$ cat config.mk
export PLATFORM = sky130hd
export DESIGN_NAME = fetch_unit
export DESIGN_NICKNAME = d
export VERILOG_FILES = /design/src/rtl/fetch_unit.sv
export SDC_FILE = /design/constraint.sdc
export NUM_CORES = 1
export LEC_CHECK = 0
export CAP_MARGIN = 25
export CORE_UTILIZATION = 28
export DETAILED_ROUTE_END_ITERATION = 6
export GPL_TIMING_DRIVEN = 1
export SLEW_MARGIN = 20
export SYNTH_ARGS = -nofsm -noshare
export SYNTH_HDL_FRONTEND = slang
export SYNTH_SLANG_ARGS = --single-unit
$ cat constraint.sdc
create_clock -name CLK -period 2.05 [get_ports CLK]
set_input_delay 0.41 -clock CLK [delete_from_list [all_inputs] [get_ports CLK]]
set_output_delay 0.41 -clock CLK [all_outputs]
set_load 0.02 [all_outputs]
$ cat src/rtl/fetch_unit.sv
// rtl/fetch_unit.sv - IF-stage PC/fetch sequencer with HALT drain and branch redirect.
// Optional PC_WRAP_TRAP_EN: RUN at pc 10'h3FF halts instead of wrapping to 10'h000.
module fetch_unit #(
  parameter logic [9:0] START_PC     = 10'd0,
  parameter logic [8:0] HALT_OPCODE  = 9'b111111111,
  parameter logic [8:0] NOP_OPCODE   = 9'b000000000,
  parameter int         DRAIN_CYCLES = 4
) (
  input  logic       CLK,
  input  logic       reset,
  input  logic       start,
  input  logic       stall,
  input  logic       branch_taken,
  input  logic [9:0] branch_target,
  output logic [9:0] imem_addr,
  input  logic [8:0] imem_data,
  output logic [9:0] PC_out,
  output logic [8:0] instr_out,
  output logic       flush_out,
  output logic       running,
  output logic       done
);

  typedef enum logic [1:0] {IDLE, RUN, DRAIN, HALTED} state_t;

  localparam logic [3:0] DRAIN_INIT = 4'(DRAIN_CYCLES - 1);

  state_t     state, state_n;
  logic [9:0] pc, pc_n;
  logic [3:0] drain_cnt, drain_cnt_n;

  always_ff @(posedge CLK) begin
    if (reset) begin
      state     <= IDLE;
      pc        <= START_PC;
      drain_cnt <= 4'd0;
    end else begin
      state     <= state_n;
      pc        <= pc_n;
      drain_cnt <= drain_cnt_n;
    end
  end

  always_comb begin
    state_n     = state;
    pc_n        = pc;
    drain_cnt_n = drain_cnt;
    case (state)
      IDLE, HALTED: begin
        if (start) begin
          state_n = RUN;
          pc_n    = START_PC;
        end
      end
      RUN: begin
        if (branch_taken) begin
          pc_n = branch_target;
        end else if (stall) begin
          pc_n = pc;
        end else if (imem_data == HALT_OPCODE) begin
          state_n     = DRAIN;
          drain_cnt_n = DRAIN_INIT;
`ifdef PC_WRAP_TRAP_EN
        end else if (pc == 10'h3FF) begin
          state_n = HALTED;
`endif
        end else begin
          pc_n = pc + 10'd1;
        end
      end
      DRAIN: begin
        // A redirect during drain means the HALT was fetched on a wrong path.
        if (branch_taken) begin
          pc_n    = branch_target;
          state_n = RUN;
        end else if (stall) begin
          drain_cnt_n = drain_cnt;
        end else if (drain_cnt == 4'd0) begin
          state_n = HALTED;
        end else begin
          drain_cnt_n = drain_cnt - 4'd1;
        end
      end
      default: begin
        state_n = IDLE;
      end
    endcase
  end

  assign imem_addr = pc;
  assign PC_out    = pc;
  assign running   = (state == RUN) || (state == DRAIN);
  assign done      = (state == HALTED);
  assign instr_out = (state == RUN) ? imem_data : NOP_OPCODE;
  assign flush_out = branch_taken & running;

endmodule

Word-level counts from Yosys, hierarchy flattened
Cells that the tools add are included.
W data, S select, Z words.
- register bits: 16
- latch bits: 0
- RAM bits: 0
- memory bits (read-only): 0
- output and inout bits: 32
- word-level logic and storage cells: 52
- memories: 0
- add/subtract/negate cells: 2
- multipliers: 0
- div/mod/pow operators: 0
- $lt $le $gt $ge: 0
- eq/ne operators: 16
- shift operators: 0
- muxes and demuxes: 22
- bitwise gates (word level): 1
- reductions and logical operators: 8
- operators by type and width (cell ; count):
    $mux W10 ; 5
    $pmux W10 S3 ; 1
    $mux W4 ; 6
    $ne A2 B2 Y1 const B ; 8
    $mux W2 ; 7
    $ne A3 B3 Y1 const B ; 4
    $add A10 B1 Y10 const B ; 1
    $eq A9 B9 Y1 const B ; 1
    $mux W9 ; 1
    $pmux W4 S2 ; 1
    $reduce_and A7 Y1 ; 1
    $pmux W2 S3 ; 1
    $reduce_and A6 Y1 ; 1
    $eq A2 B2 Y1 const B ; 2
    $logic_not A4 Y1 ; 1
    $reduce_and A4 Y1 ; 1
    $sub A4 B1 Y4 const B ; 1
    $eq A2 B1 Y1 const B ; 1
    $logic_not A2 Y1 ; 1
    $reduce_bool A2 Y1 ; 1
    $reduce_or A2 Y1 ; 1
    $and A1 B1 Y1 ; 1
    $logic_or A1 B1 Y1 ; 1

Logic depth before layout (Yosys ltp)
Gate-level depths: netlist of the first run.
- depth after elaboration: 5
- mapped depth: 7

Worst setup path before layout of the first run
Ideal clock, no wire load.
- path kind: reg-to-reg
- start point: register state[0]
- end point: register pc[5] (netlist: PC_out[5])
- setup time: 117 ps
- arrival: 1840 ps
- data required time: 1933 ps
- slack: 93 ps
- stages on the path, launching flop included: 7
- path buffers: 0
- cells stage by stage: dfxtp_1 -> inv_1 -> ha_1 -> inv_2 -> nor2_2 -> or4_1 -> a32o_1
- cells in the longest elaborated chain, start to end: 4
- RTL lines (what ; RTL line ; RTL):
    from (decl) ; 28 ; state_t state, state_n;
    from (signal assigned) ; 38 ; state <= state_n;
    $eq A2 B2 Y1 or $logic_not A2 Y1 (tied branches) ; 48 ; case (state)
    $reduce_or A2 Y1 ; 48 ;
    $ne A2 B2 Y1 (no source line) ; n/a ;
    $reduce_and A4 Y1 (no source line) ; n/a ;
    to (signal assigned) ; 39 ; pc <= pc_n;
    to (decl) ; 29 ; logic [9:0] pc, pc_n;
Several ways; a longest one is shown, not always the timed one.
A chain may end at the register's enable or synchronous reset.

Worst setup path after layout of the first run
- start point: register state[1]
- end point: output port instr_out[8]
- cells in the longest elaborated chain, start to end: 2
- RTL lines (what ; RTL line ; RTL):
    $eq A2 B1 Y1 ; 94 ; assign instr_out = (state == RUN) ? imem_data : NOP_OPCODE;
    $mux W9 ; 94 ;
    to (decl) ; 18 ; output logic [8:0] instr_out,
Every way passes these cells.

==> results.py, run 1 <==
metrics = {
    "route": {
        "drc": 0,
        "m1WireLength_mm": 1.97,
        "wl_met2_mm": 1.97,
        "drt-initial-drc-count": 88,
        "num_vias": 1636,
        "drtPass1Iterations": 4,
        "ant_nets": 0,
        "avgRoutedWirePerCell_um": 13.4,
        "drt_wl_total_mm": 4.24,
        "routed-wl-met3_um": 243,
        "top_layer": "met4",
        "via_per_inst": 5.16,
    },
    "synthesis": {
        "ys_ff_latch": 16,
        "synth_area_leaders": "dfxtp_1 (22%), ha_1 (5.9%), buf_4 (5.6%)",
        "synth-async-reset-ratio_pct": 0,
        "ys_seq_area_share_pct": 21.6,
        "yosysTopAreaCell": "dfxtp_1",
        "syn_avg_cell_area_um2": 8.48,
        "synth_nets": 206,
        "synth_xor_area_share_pct": 0.590,
        "syn_area_mm2": 0.00148,
        "synth-compound-area-share_pct": 30.4,
        "synth_fa_ha_area_share_pct": 5.90,
        "synth_top_area_share_pct": 21.6,
        "synthSimpleGateAreaFrac_pct": 28.8,
        "ys_warn_count": 0,
        "muxShareOfSynthArea_pct": 3.46,
        "netlist_instances": 175,
        "netlist_top_cells_count": "dfxtp_1 (16), a21oi_1 (11), buf_4 (11), nand2_1 (11)",
        "synthFlopType": "dfxtp_1",
        "yosysMostFrequentCell": "dfxtp_1",
        "synth_edf_count": 0,
        "synth_top_family_by_area": "compound AO/OA/AOI/OAI gates",
        "synth_cell_types": 52,
    },
    "worst_hold_path": {
        "min_to": "state[1]",
        "hold_depth": 2,
        "hold_path_startpoint": "state[1]",
        "hp-class": "reg -> reg",
    },
    "timing": {
        "fin_tns_setup_ns": 0,
        "skew_ns": 0.00350,
        "finalSetupViolCount": 0,
        "max_freq_ghz": 0.514,
        "layout_min_cycle_time_ns": 1.95,
        "rsz0062_at_grt": "no",
        "period_share_pct": 94.9,
        "holdWs_ns": 0.507,
        "tightestPinTransition_ns": 0.486,
        "relSlewSlack_pct": 67.6,
        "hold_viol": 0,
        "finalMaxSlewViolations": 0,
    },
    "setup_path": {
        "r2r-end": "PC_out[5]",
        "critPathRequiredTime_ns": 1.64,
        "r2r_start": "state[1]",
        "worstPathArrival_ns": 1.54,
        "critPathMaxFanout": 11,
        "r2r_cells": 6,
        "crit_type": "reg -> out",
        "start_kind": "flip-flop",
        "endpoint_kind": "primary output",
        "r2r_setup_slack_ns": 0.12,
    },
    "clock_network": {
        "cts_buffers": 3,
        "cts_tree": "done",
        "insertion_delay_ns": 0.25,
        "cts-root-buf": "clkbuf_8",
        "holdBufCountCts": 0,
        "cts_sinks": 16,
        "path_clk_slew_ns": 0.06,
        "cts_max_level": 1,
        "clockBufferDepth": 2,
    },
    "final_layout": {
        "nFillCells": 519,
        "syn2layout_area_growth_pct": 54.9,
        "regArea_um2": 320,
        "multi_input_area_mm2": 0.00103,
        "diodes": 0,
        "layout-drive-gt1-share_pct": 18.6,
        "final_net_count": 279,
    },
    "grt": {
        "first_global_vias": 1531,
        "grt-ovfl-total": 0,
        "grt_pass1_wl_mm": 7.00,
        "grt_max_degree": 12,
        "track_usage_pct": 16.2,
        "grt_antenna_before_repair": 0,
    },
    "status": {
        "outcome": "completed",
    },
    "pwr": {
        "p_leak_nw": 0.928,
        "power.density_mw_per_mm2": 751,
        "power.total_mw": 1.73,
        "ir_worst_vdd_mv": 0.386,
    },
    "job": {
        "maxCapViolCount": 0,
    },
    "die": {
        "rows": 26,
        "initial_core_util_pct": 29.1,
        "die_h_um": 74.8,
        "die_area_mm2": 0.00560,
        "io-pin-count": 56,
        "fp.dieW_um": 74.8,
        "coreArea_mm2": 0.00511,
    },
    "placed_design": {
        "gp_congestion": 0.803,
        "hpwlAfterDp_mm": 3.32,
        "port_buffers": 55,
    },
}
flip-flops by register name (all words and copies together), names as in the netlist:
name and count:
drain_cnt 4, state 2, PC_out 10
layout by cell type, fill, tap and decap left out, drive strengths merged, types with 3 or more instances in the layout:
cell            n
nor2b           5
ha              7
a2111oi         3
nor2            6
nand3           7
buf            30
inv             8
nand2b          4
a21oi          11
clkbuf          4
nand4           9
dfxtp          16
and2            9
nand2          11
dlygate4sd2    11
o21ai           3
nor3            4
o31a            3
mux2i           4
a22o            4
o31ai           8
a2111o          4
clkdlybuf4s50  43
worst max-delay path, stage by stage (launching register included):
cell and delay, ns:
dfxtp_1 0.39, inv_1 0.08, ha_2 0.22, buf_12 0.15
and2_1 0.13, dlygate4sd2_1 0.31
repair_timing:
| action | in CTS | in global routing |
|---|---|---|
| pin swaps | 0 | 0 |
| gates resized for setup | 13 | 2 |
| setup buffers | 0 | 0 |
| setup endpoints to repair | 11 | 9 |
worst max path at each step:
stage                             from      endpoint  slack (ns)
final                         state[1]  instr_out[8]        0.10
after global placement    branch_taken     PC_out[3]       -0.21
after floorplan               state[0]     PC_out[5]        0.09
after global routing          state[1]     PC_out[5]       0.005
after CTS                     state[0]       running        0.03
after detailed placement  branch_taken     PC_out[3]       -0.23
per-layer routing:
metal / GRT usage [%] / vias up
li1: - / 813
met1: 22.0 / 766
met2: 26.7 / 53
met3: 2.28 / 4
met4: 4.82 / 0
met5: 0 / -
report_power, final:
part           total, mW  internal (mW)  switching (mW)
logic               1.05          0.520           0.530
registers          0.385          0.342          0.0428
clock network      0.289          0.171           0.119
total               1.73           1.03           0.691
cell type report:
| cell class | count | share of cell area (%) |
|---|---|---|
| timing repair buffer | 85 | 33.7 |
| inverter | 8 | 1.31 |
| multi-input combinational | 134 | 44.9 |
| sequential | 16 | 13.9 |
| tap | 70 | 3.81 |
| clock buffer | 4 | 2.40 |
through the flow:
stage	instance area, µm²	setup WS [ns]	util [%]	std cells
floorplan	1480	0.0926	-	175
global placement	2250	-0.208	44.1	313
detailed placement	2250	-0.227	44.1	313
CTS	2290	0.0276	44.9	317
global route	2300	0.00525	45.0	317
finish	2300	0.104	45.0	317
kinds of logic after synthesis:
kind of cell / count (synthesis)
compound gates: 52
xor+xnor: 1
fa+ha+maj: 7
buf+inv: 25
flops: 16
mux: 5
simple gates: 69
No activity file was read; power rests on OpenSTA's default activity.
==> run 2: changes to the inputs <==
Settings changed: CELL_PAD_IN_SITES_DETAIL_PLACEMENT set to 1, CELL_PAD_IN_SITES_GLOBAL_PLACEMENT set to 2, CORE_UTILIZATION 28 to 25, PLACE_DENSITY_LB_ADDON set to 0.1.
==> run 2 against run 1 <==
  * Die area rose by 12%
  * Count of clock-buffer cells in the layout fell by 1
  * First-iteration DRC count fell by 64%
  * Setup slack got worse by 0.031 ns
  * Wire length rose by 29%
  * Clock skew fell by 0.0026 ns
  * Sequential power rose by 3%
  * Non-clock buffer count did not move
  * Global-route usage rose by 1.9 points
  * Critical path type is now in -> reg
  * Critical endpoint is now PC_out[5]
  * Largest cell class unchanged
==> results.py, run 2 (synthesis results as in run 1) <==
metrics = {
    "status": {
        "outcome": "completed",
    },
    "grt": {
        "grt_max_degree": 13,
        "first_global_vias": 1786,
        "grt-ovfl-total": 0,
        "met2_usage_pct": 35.8,
        "grt_util_met1_pct": 19.1,
        "met3_usage_pct": 3.45,
        "track_usage_pct": 18.1,
        "grt-busiest-layer": "met2",
        "grt_pass1_wl_mm": 8.72,
        "grt_antenna_before_repair": 0,
    },
    "route": {
        "drt_wl_total_mm": 5.48,
        "ant_nets": 0,
        "avgRoutedWirePerCell_um": 17.2,
        "via_per_inst": 5.24,
        "drc": 0,
        "drt-initial-drc-count": 32,
        "drtPass1Iterations": 4,
        "num_vias": 1665,
    },
    "clock_network": {
        "path_clk_slew_ns": 0.07,
        "cts_sinks": 16,
        "cts_tree": "done",
        "cts_max_level": 1,
        "clockBufferDepth": 2,
        "insertion_delay_ns": 0.26,
        "cts_buffers": 3,
        "holdBufCountCts": 0,
        "cts-root-buf": "clkbuf_8",
    },
    "timing": {
        "layout_min_cycle_time_ns": 1.98,
        "finalSetupViolCount": 0,
        "tightestPinTransition_ns": 0.455,
        "fin_tns_setup_ns": 0,
        "finalMaxSlewViolations": 0,
        "period_share_pct": 96.5,
        "max_freq_ghz": 0.506,
        "skew_ns": 0.000929,
        "relSlewSlack_pct": 69.6,
        "hold_viol": 0,
        "rsz0062_at_grt": "no",
        "setup_ws_ns": 0.0725,
    },
    "placed_design": {
        "port_buffers": 55,
        "dp.cells": 312,
        "hpwlAfterDp_mm": 4.35,
        "placed_area_mm2": 0.00223,
        "pre_cts_ws_ns": -0.243,
        "gp_congestion": 0.799,
    },
    "setup_path": {
        "crit_type": "in -> reg",
        "start_kind": "primary input",
        "critPathRequiredTime_ns": 2.20,
        "worstPathArrival_ns": 2.13,
        "critPathMaxFanout": 6,
        "endpoint_kind": "flip-flop",
    },
    "final_layout": {
        "final_area_mm2": 0.00233,
        "diodes": 0,
        "final_net_count": 279,
        "syn2layout_area_growth_pct": 56.8,
        "fin_cells": 318,
        "largest_reg_flops": 10,
        "final_common_cell": "clkdlybuf4s50_1",
        "nFillCells": 700,
        "layout-drive-gt1-share_pct": 20.3,
        "layout_common_cells": "clkdlybuf4s50_1 (43), buf_4 (28), dfxtp_1 (14)",
    },
    "pwr": {
        "power.density_mw_per_mm2": 740,
        "ir_worst_vdd_mv": 0.344,
        "p_leak_nw": 0.935,
    },
    "job": {
        "maxCapViolCount": 0,
    },
    "worst_hold_path": {
        "hp-class": "reg -> reg",
    },
    "die": {
        "die_area_mm2": 0.00625,
        "rows": 27,
        "io-pin-count": 56,
        "die_h_um": 79.0,
        "initial_core_util_pct": 26.5,
        "coreArea_mm2": 0.00561,
        "fp.dieW_um": 79.0,
    },
}
run 2: area by class of cell:
class,count,area [µm²],area share [%]
Inverter,8,30.0,1.29
Tap cell,72,90.1,3.87
Sequential cell,16,323,13.9
Timing Repair Buffer,85,781,33.5
Multi-Input combinational cell,134,1060,45.6
Clock buffer,3,41.3,1.77
run 2: where the power goes:
| part | switching (mW) | total [mW] | internal [mW] |
|---|---|---|---|
| sequential | 0.0519 | 0.397 | 0.345 |
| combinational | 0.560 | 1.07 | 0.513 |
| clock | 0.122 | 0.253 | 0.131 |
run 2: critical path, cell delays in order:
cell and delay, ns:
clkdlybuf4s50_1 0.42, nand4_1 0.18, buf_4 0.15, a2111oi_4 0.04, buf_6 0.14, or4_1 0.50, a32o_1 0.27
run 2: timing repair:
item / in CTS / in global routing
setup buffers: 0 / 3
endpoints found under the setup margin: 24 / 16
gates resized for setup: 15 / 7
pin swaps: 0 / 2
run 2: final timing paths:
kind | cells after the start | start | slack [ns] | to
setup / recovery | 7 | imem_data[0] | 0.07 | PC_out[5]
setup reg to reg | 7 | state[0] | 0.12 | drain_cnt[2]
hold / removal | 2 | drain_cnt[1] | 0.56 | drain_cnt[1]
hold reg to reg | 2 | drain_cnt[1] | 0.56 | drain_cnt[1]
run 2: metrics by stage:
stage	hold WS, ns	total power, mW	util (%)
final	0.558	1.72	41.5
after global routing	0.590	1.84	41.5
after CTS	0.559	1.73	40.7
after detailed placement	0.537	1.48	39.8
after global placement	0.497	1.46	39.8
after floorplan	0.468	0.956	-
run 2: metal layers:
layer	part of all wire (%)	routed length (µm)	vias to the layer above
li1	-	-	811
met1	40	2180	808
met2	56	3040	37
met3	3.3	181	9
met4	1.2	67	0
met5	0	0	-
